==> src/rtl/seg7_scan_driver.sv <==
// rtl/seg7_scan_driver.sv - 4-digit multiplexed 7-segment scan driver with double-buffered value
module seg7_scan_driver #(
    parameter int PRESCALE = 12500,
    parameter int BLANK    = 250
) (
    input  logic        clk,
    input  logic        rst,
    input  logic        ena,
    input  logic [15:0] value_in,
    input  logic [3:0]  dp_in,
    input  logic        load,
    input  logic        blank_lz,
    output logic [6:0]  seg,
    output logic        dp,
    output logic [3:0]  an,
    output logic        frame_done
);

    localparam int CW = $clog2(PRESCALE);

    logic [CW-1:0] cnt;
    logic [1:0]    digit;
    // Both buffers hold {dp[3:0], value[15:0]}
    logic [19:0]   pending;
    logic [19:0]   shadow;

    logic          last_cnt;
    logic          boundary;
    logic [3:0]    nibble;
    logic [3:0]    shadow_dp;
    logic          suppressed;
    logic          zero3;
    logic          zero2;
    logic          zero1;
    logic [6:0]    seg_nxt;
    logic          dp_nxt;
    logic [3:0]    an_nxt;

    function automatic logic [6:0] hex_to_seg(input logic [3:0] h);
        case (h)
            4'h0: hex_to_seg = 7'b0111111;
            4'h1: hex_to_seg = 7'b0000110;
            4'h2: hex_to_seg = 7'b1011011;
            4'h3: hex_to_seg = 7'b1001111;
            4'h4: hex_to_seg = 7'b1100110;
            4'h5: hex_to_seg = 7'b1101101;
            4'h6: hex_to_seg = 7'b1111101;
            4'h7: hex_to_seg = 7'b0000111;
            4'h8: hex_to_seg = 7'b1111111;
            4'h9: hex_to_seg = 7'b1101111;
            4'hA: hex_to_seg = 7'b1110111;
            4'hB: hex_to_seg = 7'b1111100;
            4'hC: hex_to_seg = 7'b0111001;
            4'hD: hex_to_seg = 7'b1011110;
            4'hE: hex_to_seg = 7'b1111001;
            default: hex_to_seg = 7'b1110001;
        endcase
    endfunction

    assign last_cnt  = (cnt == CW'(PRESCALE - 1));
    assign boundary  = ena && last_cnt && (digit == 2'd3);
    assign shadow_dp = shadow[19:16];
    assign zero3     = (shadow[15:12] == 4'h0);
    assign zero2     = zero3 && (shadow[11:8] == 4'h0);
    assign zero1     = zero2 && (shadow[7:4] == 4'h0);

    // Slot decode: pick the nibble for the current digit, apply blanking and zero suppression
    always_comb begin
        nibble     = 4'h0;
        suppressed = 1'b0;
        seg_nxt    = 7'b0;
        dp_nxt     = 1'b0;
        an_nxt     = 4'b0;
        case (digit)
            2'd0: nibble = shadow[3:0];
            2'd1: nibble = shadow[7:4];
            2'd2: nibble = shadow[11:8];
            default: nibble = shadow[15:12];
        endcase
        case (digit)
            2'd1: suppressed = blank_lz && zero1;
            2'd2: suppressed = blank_lz && zero2;
            2'd3: suppressed = blank_lz && zero3;
            default: suppressed = 1'b0;
        endcase
        if (ena && (cnt >= CW'(BLANK))) begin
            dp_nxt = shadow_dp[digit];
            if (suppressed) begin
                // A suppressed digit still lights if its decimal point is set
                an_nxt[digit] = shadow_dp[digit];
            end else begin
                an_nxt[digit] = 1'b1;
                seg_nxt       = hex_to_seg(nibble);
            end
        end
    end

    // Slot counter and digit index; both hold while ena is low
    always_ff @(posedge clk) begin
        if (rst) begin
            cnt   <= '0;
            digit <= 2'd0;
        end else if (ena) begin
            if (last_cnt) begin
                cnt   <= '0;
                digit <= digit + 2'd1;
            end else begin
                cnt <= cnt + CW'(1);
            end
        end
    end

    // Double buffer: loads land in pending, shadow only changes at a frame boundary
    always_ff @(posedge clk) begin
        if (rst) begin
            pending <= 20'h0;
            shadow  <= 20'h0;
        end else begin
            if (load) begin
                pending <= {dp_in, value_in};
            end
            if (boundary) begin
                shadow <= load ? {dp_in, value_in} : pending;
            end
        end
    end

    // Registered display outputs and end-of-frame pulse
    always_ff @(posedge clk) begin
        if (rst) begin
            seg        <= 7'b0;
            dp         <= 1'b0;
            an         <= 4'b0;
            frame_done <= 1'b0;
        end else begin
            seg        <= seg_nxt;
            dp         <= dp_nxt;
            an         <= an_nxt;
            frame_done <= boundary;
        end
    end

endmodule

==> config.mk <==
export PLATFORM = sky130hd
export DESIGN_NAME = seg7_scan_driver
export DESIGN_NICKNAME = d
export VERILOG_FILES = /design/src/rtl/seg7_scan_driver.sv
export SDC_FILE = /design/constraint.sdc
export NUM_CORES = 1
export LEC_CHECK = 0
export ABC_AREA = 1
export CAP_MARGIN = 20
export CORE_ASPECT_RATIO = 1.5
export CORE_UTILIZATION = 30
export CTS_CLUSTER_SIZE = 10
export DETAILED_ROUTE_END_ITERATION = 8
export SYNTH_ARGS = -nofsm -noshare
export SYNTH_HDL_FRONTEND = slang
export SYNTH_SLANG_ARGS = --single-unit
==> constraint.sdc <==
create_clock -name clk -period 3.4 [get_ports clk]
set_input_delay 1.02 -clock clk [delete_from_list [all_inputs] [get_ports clk]]
set_output_delay 1.02 -clock clk [all_outputs]
set_load 0.05 [all_outputs]
==> results by group <==
Status
  – Status: complete, no violations

CTS
  – Post-CTS Hold Fix Bufs: 0
  – Clock tree buffer depth: 2
  – Cts repair resizes: 0
  – CTS Buf Count: 9
  – Root Buffer: clkbuf_16
  – H-tree depth: 3
  – Worst-path clk slew: around 0.060 ns
  – Clock Latency Late Sink: 0.34 ns
  – Postcts setup bufs: 0
  – CTS sink cnt: 69
  – CTS tree: yes

STA
  – Worst slew pin tran: a little under 0.5 ns
  – RSZ-0062 raised after global routing: no
  – Max Slew Vio Count: 0
  – F_max: 0.408 GHz
  – Final min period: roughly 2.5 ns
  – Final hold violations: 0
  – Worst slew margin: 0.670
  – Final period utilization: 0.721
  – Setup total negative slack: 0 ns
  – Final Setup Violations: 0
  – Worst Skew: 0.00697 ns

Setup path
  – Slowest cell on crit path: clkdlybuf4s50_1
  – Worst Path Required: 2.38 ns
  – Largest delay share family, worst path: buffers and inverters
  – Arr. time, crit path: 1.43 ns
  – CP Max Fanout: 1
  – Worst path max stage delay: 0.79 ns
  – Cells along the critical path: clkdlybuf4s50_1
  – CP Capture Type: primary output
  – WP buf/inv: 1
  – Crit start category: flip-flop
  – Kind of critical path: reg -> out

Route
  – Post-route ant nets: 0
  – Total routed wirelength: 6.99 mm
  – Drc violations: 0
  – Vias post-DR: 3,002
  – Initial DRC Count: 130
  – WL/cell: 9.95 µm
  – Drt pass-1 iters: 4
  – Vias/cell: 4.28

Global routing
  – First-pass GRT wire length: ~12 mm
  – Total gr overflow: 0
  – Pin count of the biggest net entering global routing: 42
  – Initial antenna violation count: 0
  – Total track usage: 0.133
  – Vias in the first global route: 2,896

Logic synthesis
  – Post-Synth Adder-Cell Area: 0.0511
  – Synth cell types: 32
  – Largest family of logic cells by synthesized area: simple AND/OR/NAND/NOR gates
  – Post-synth EDFFs: 0
  – Compound-cell area share of the yosys netlist: 0.115
  – Post-Syn Instances: a little over 500
  – Post-synthesis mux area share: 0
  – Ys Warns: 0
  – Synth Register Bits: 69
  – Post-synthesis simple-gate area fraction: 0.283
  – Mapped Area: 0.00343 mm²
  – Avg Cell Area, Syn: 6.69 µm²
  – Primary FF master, synth: dfxtp_1
  – Synth Area in XOR/XNOR: 0.00767
  – Register area share after synthesis: 0.403
  – FFs w/ async S/R, synth: 0
  – Syn_nets: between 500 and 600

Die
  – Die W: slightly below 90 µm
  – # rows: 47
  – Io pins: 38
  – Die height: 133 µm
  – Initial Util: 0.310
  – Core Area: 0.0111 mm²
  – Die ar.: 0.0119 mm²

Place
  – Final HPWL DP: 5.22 mm
  – PortBufs: 37
  – Global placer's final weighted congestion: 0.876

Final layout
  – Antenna cells: 0
  – Area Growth Syn to Fin: 24.6%
  – Share of cells above drive strength 1: 0.0721
  – Finished Core Util: 0.386
  – Final #Nets: slightly below 600

Job
  – Max Cap Viol: 0

Min path
  – Worst hold path type: reg -> reg

Power and ir drop
  – Total Power: 1940 µW
  – Cell leakage power: 0.00201 µW
  – Worst vdd ir: 305 µV
  – PD cells: 456 mW/mm²
power breakdown:
group / total (µW) / switching, µW / leakage (µW) / internal (µW)
Combinational: 102 / 54.2 / 0.00129 / 47.6
Clock: 1010 / 350 / 0.000158 / 660
Sequential: 833 / 5.84 / 0.000561 / 827
Total: 1940 / 410 / 0.00201 / 1530
layout by cell type, fill, tap and decap left out, types with 2 or more instances in the layout:
cell             instances
bufinv_16                2
nor2_1                  88
nand3_2                  2
nand2_1                111
o21ai_1                 20
inv_2                    2
xor2_1                   2
clkinv_2                 2
nor3_1                   6
clkdlybuf4s50_1         37
nand4_1                  3
nand2_2                  2
dfxtp_1                 69
inv_1                  108
a21oi_2                  6
o21ai_0                 26
a21oi_1                  5
o21bai_1                 2
o21ai_2                  3
nand3_1                 18
ha_1                    14
clkbuf_16                9
buf_4                    4
tightest hold or removal path, delay by kind of cell (launching register included):
family	cells	cell delay, ns
compound gates	1	0.09
flops	1	0.30
simple gates	1	0.08
registers in the layout, summed over array words and instances, names as in the netlist:
signal      count
cnt            14
pending        20
frame_done      1
dp              1
seg             7
an              4
digit           2
shadow         20
synth_stat cells, types with 2 or more instances:
| master | number | area share |
|---|---|---|
| nand2_2 | 2 | 0.0037 |
| ha_1 | 14 | 0.051 |
| inv_1 | 108 | 0.12 |
| nand3_2 | 2 | 0.0058 |
| buf_4 | 3 | 0.0066 |
| xor2_1 | 2 | 0.0051 |
| o21ai_0 | 26 | 0.038 |
| nand2_1 | 111 | 0.12 |
| nand4_1 | 3 | 0.0055 |
| a21oi_1 | 5 | 0.0073 |
| a21oi_2 | 6 | 0.015 |
| nand3_1 | 18 | 0.026 |
| inv_2 | 2 | 0.0022 |
| clkbuf_1 | 9 | 0.0099 |
| dfxtp_1 | 69 | 0.40 |
| o21ai_1 | 20 | 0.029 |
| nor3_1 | 6 | 0.0088 |
| o21bai_1 | 2 | 0.0044 |
| buf_2 | 2 | 0.0029 |
| nor2_1 | 88 | 0.096 |
| o21ai_2 | 3 | 0.0077 |
per-layer routing:
| layer | wire, µm | vias to the layer above | GRT usage |
|---|---|---|---|
| met3 | 331 | 15 | 0.0449 |
| met1 | 2980 | 1312 | 0.144 |
| li1 | - | 1612 | - |
| met5 | 0 | - | 0 |
| met2 | 3500 | 63 | 0.226 |
| met4 | 178 | 0 | 0.0635 |
metrics by stage:
stage          setup slack (ns)  cells  hold WS, ns  cell area [µm²]
4_1_cts                   0.929    702        0.513             4270
6_report                  0.949    702        0.507             4270
3_5_place_dp              0.762    686        0.497             3940
2_1_floorplan              1.48    512        0.469             3430
3_3_place_gp              0.799    686        0.490             3940
5_1_grt                   0.895    702        0.550             4270
kinds of logic (layout without fill, tap and decap cells):
group | after synthesis | in the layout
simple gates | 236 | 236
buf+inv | 124 | 167
flops | 69 | 69
compound gates | 66 | 66
fa+ha+maj | 14 | 14
xor+xnor | 3 | 3
cell type report:
| cell class | count | area (µm²) |
|---|---|---|
| multi-input combinational | 319 | 1570 |
| inverter | 110 | 413 |
| timing repair buffer | 41 | 400 |
| tap | 147 | 184 |
| sequential | 69 | 1380 |
| fill | 1194 | 6790 |
| clock buffer | 10 | 239 |
| clock inverter | 6 | 86.3 |
final timing paths:
| kind | start | to | slack (ns) | cells past startpoint |
|---|---|---|---|---|
| worst max-delay path | dp | dp | 0.95 | 1 |
| worst min-delay path | pending[14] | pending[14] | 0.51 | 2 |
| worst max register to register | digit[0] | seg[1] | 1.17 | 12 |
| worst min register to register | pending[14] | pending[14] | 0.51 | 2 |
Note: power is estimated with default switching activity, not from simulation.
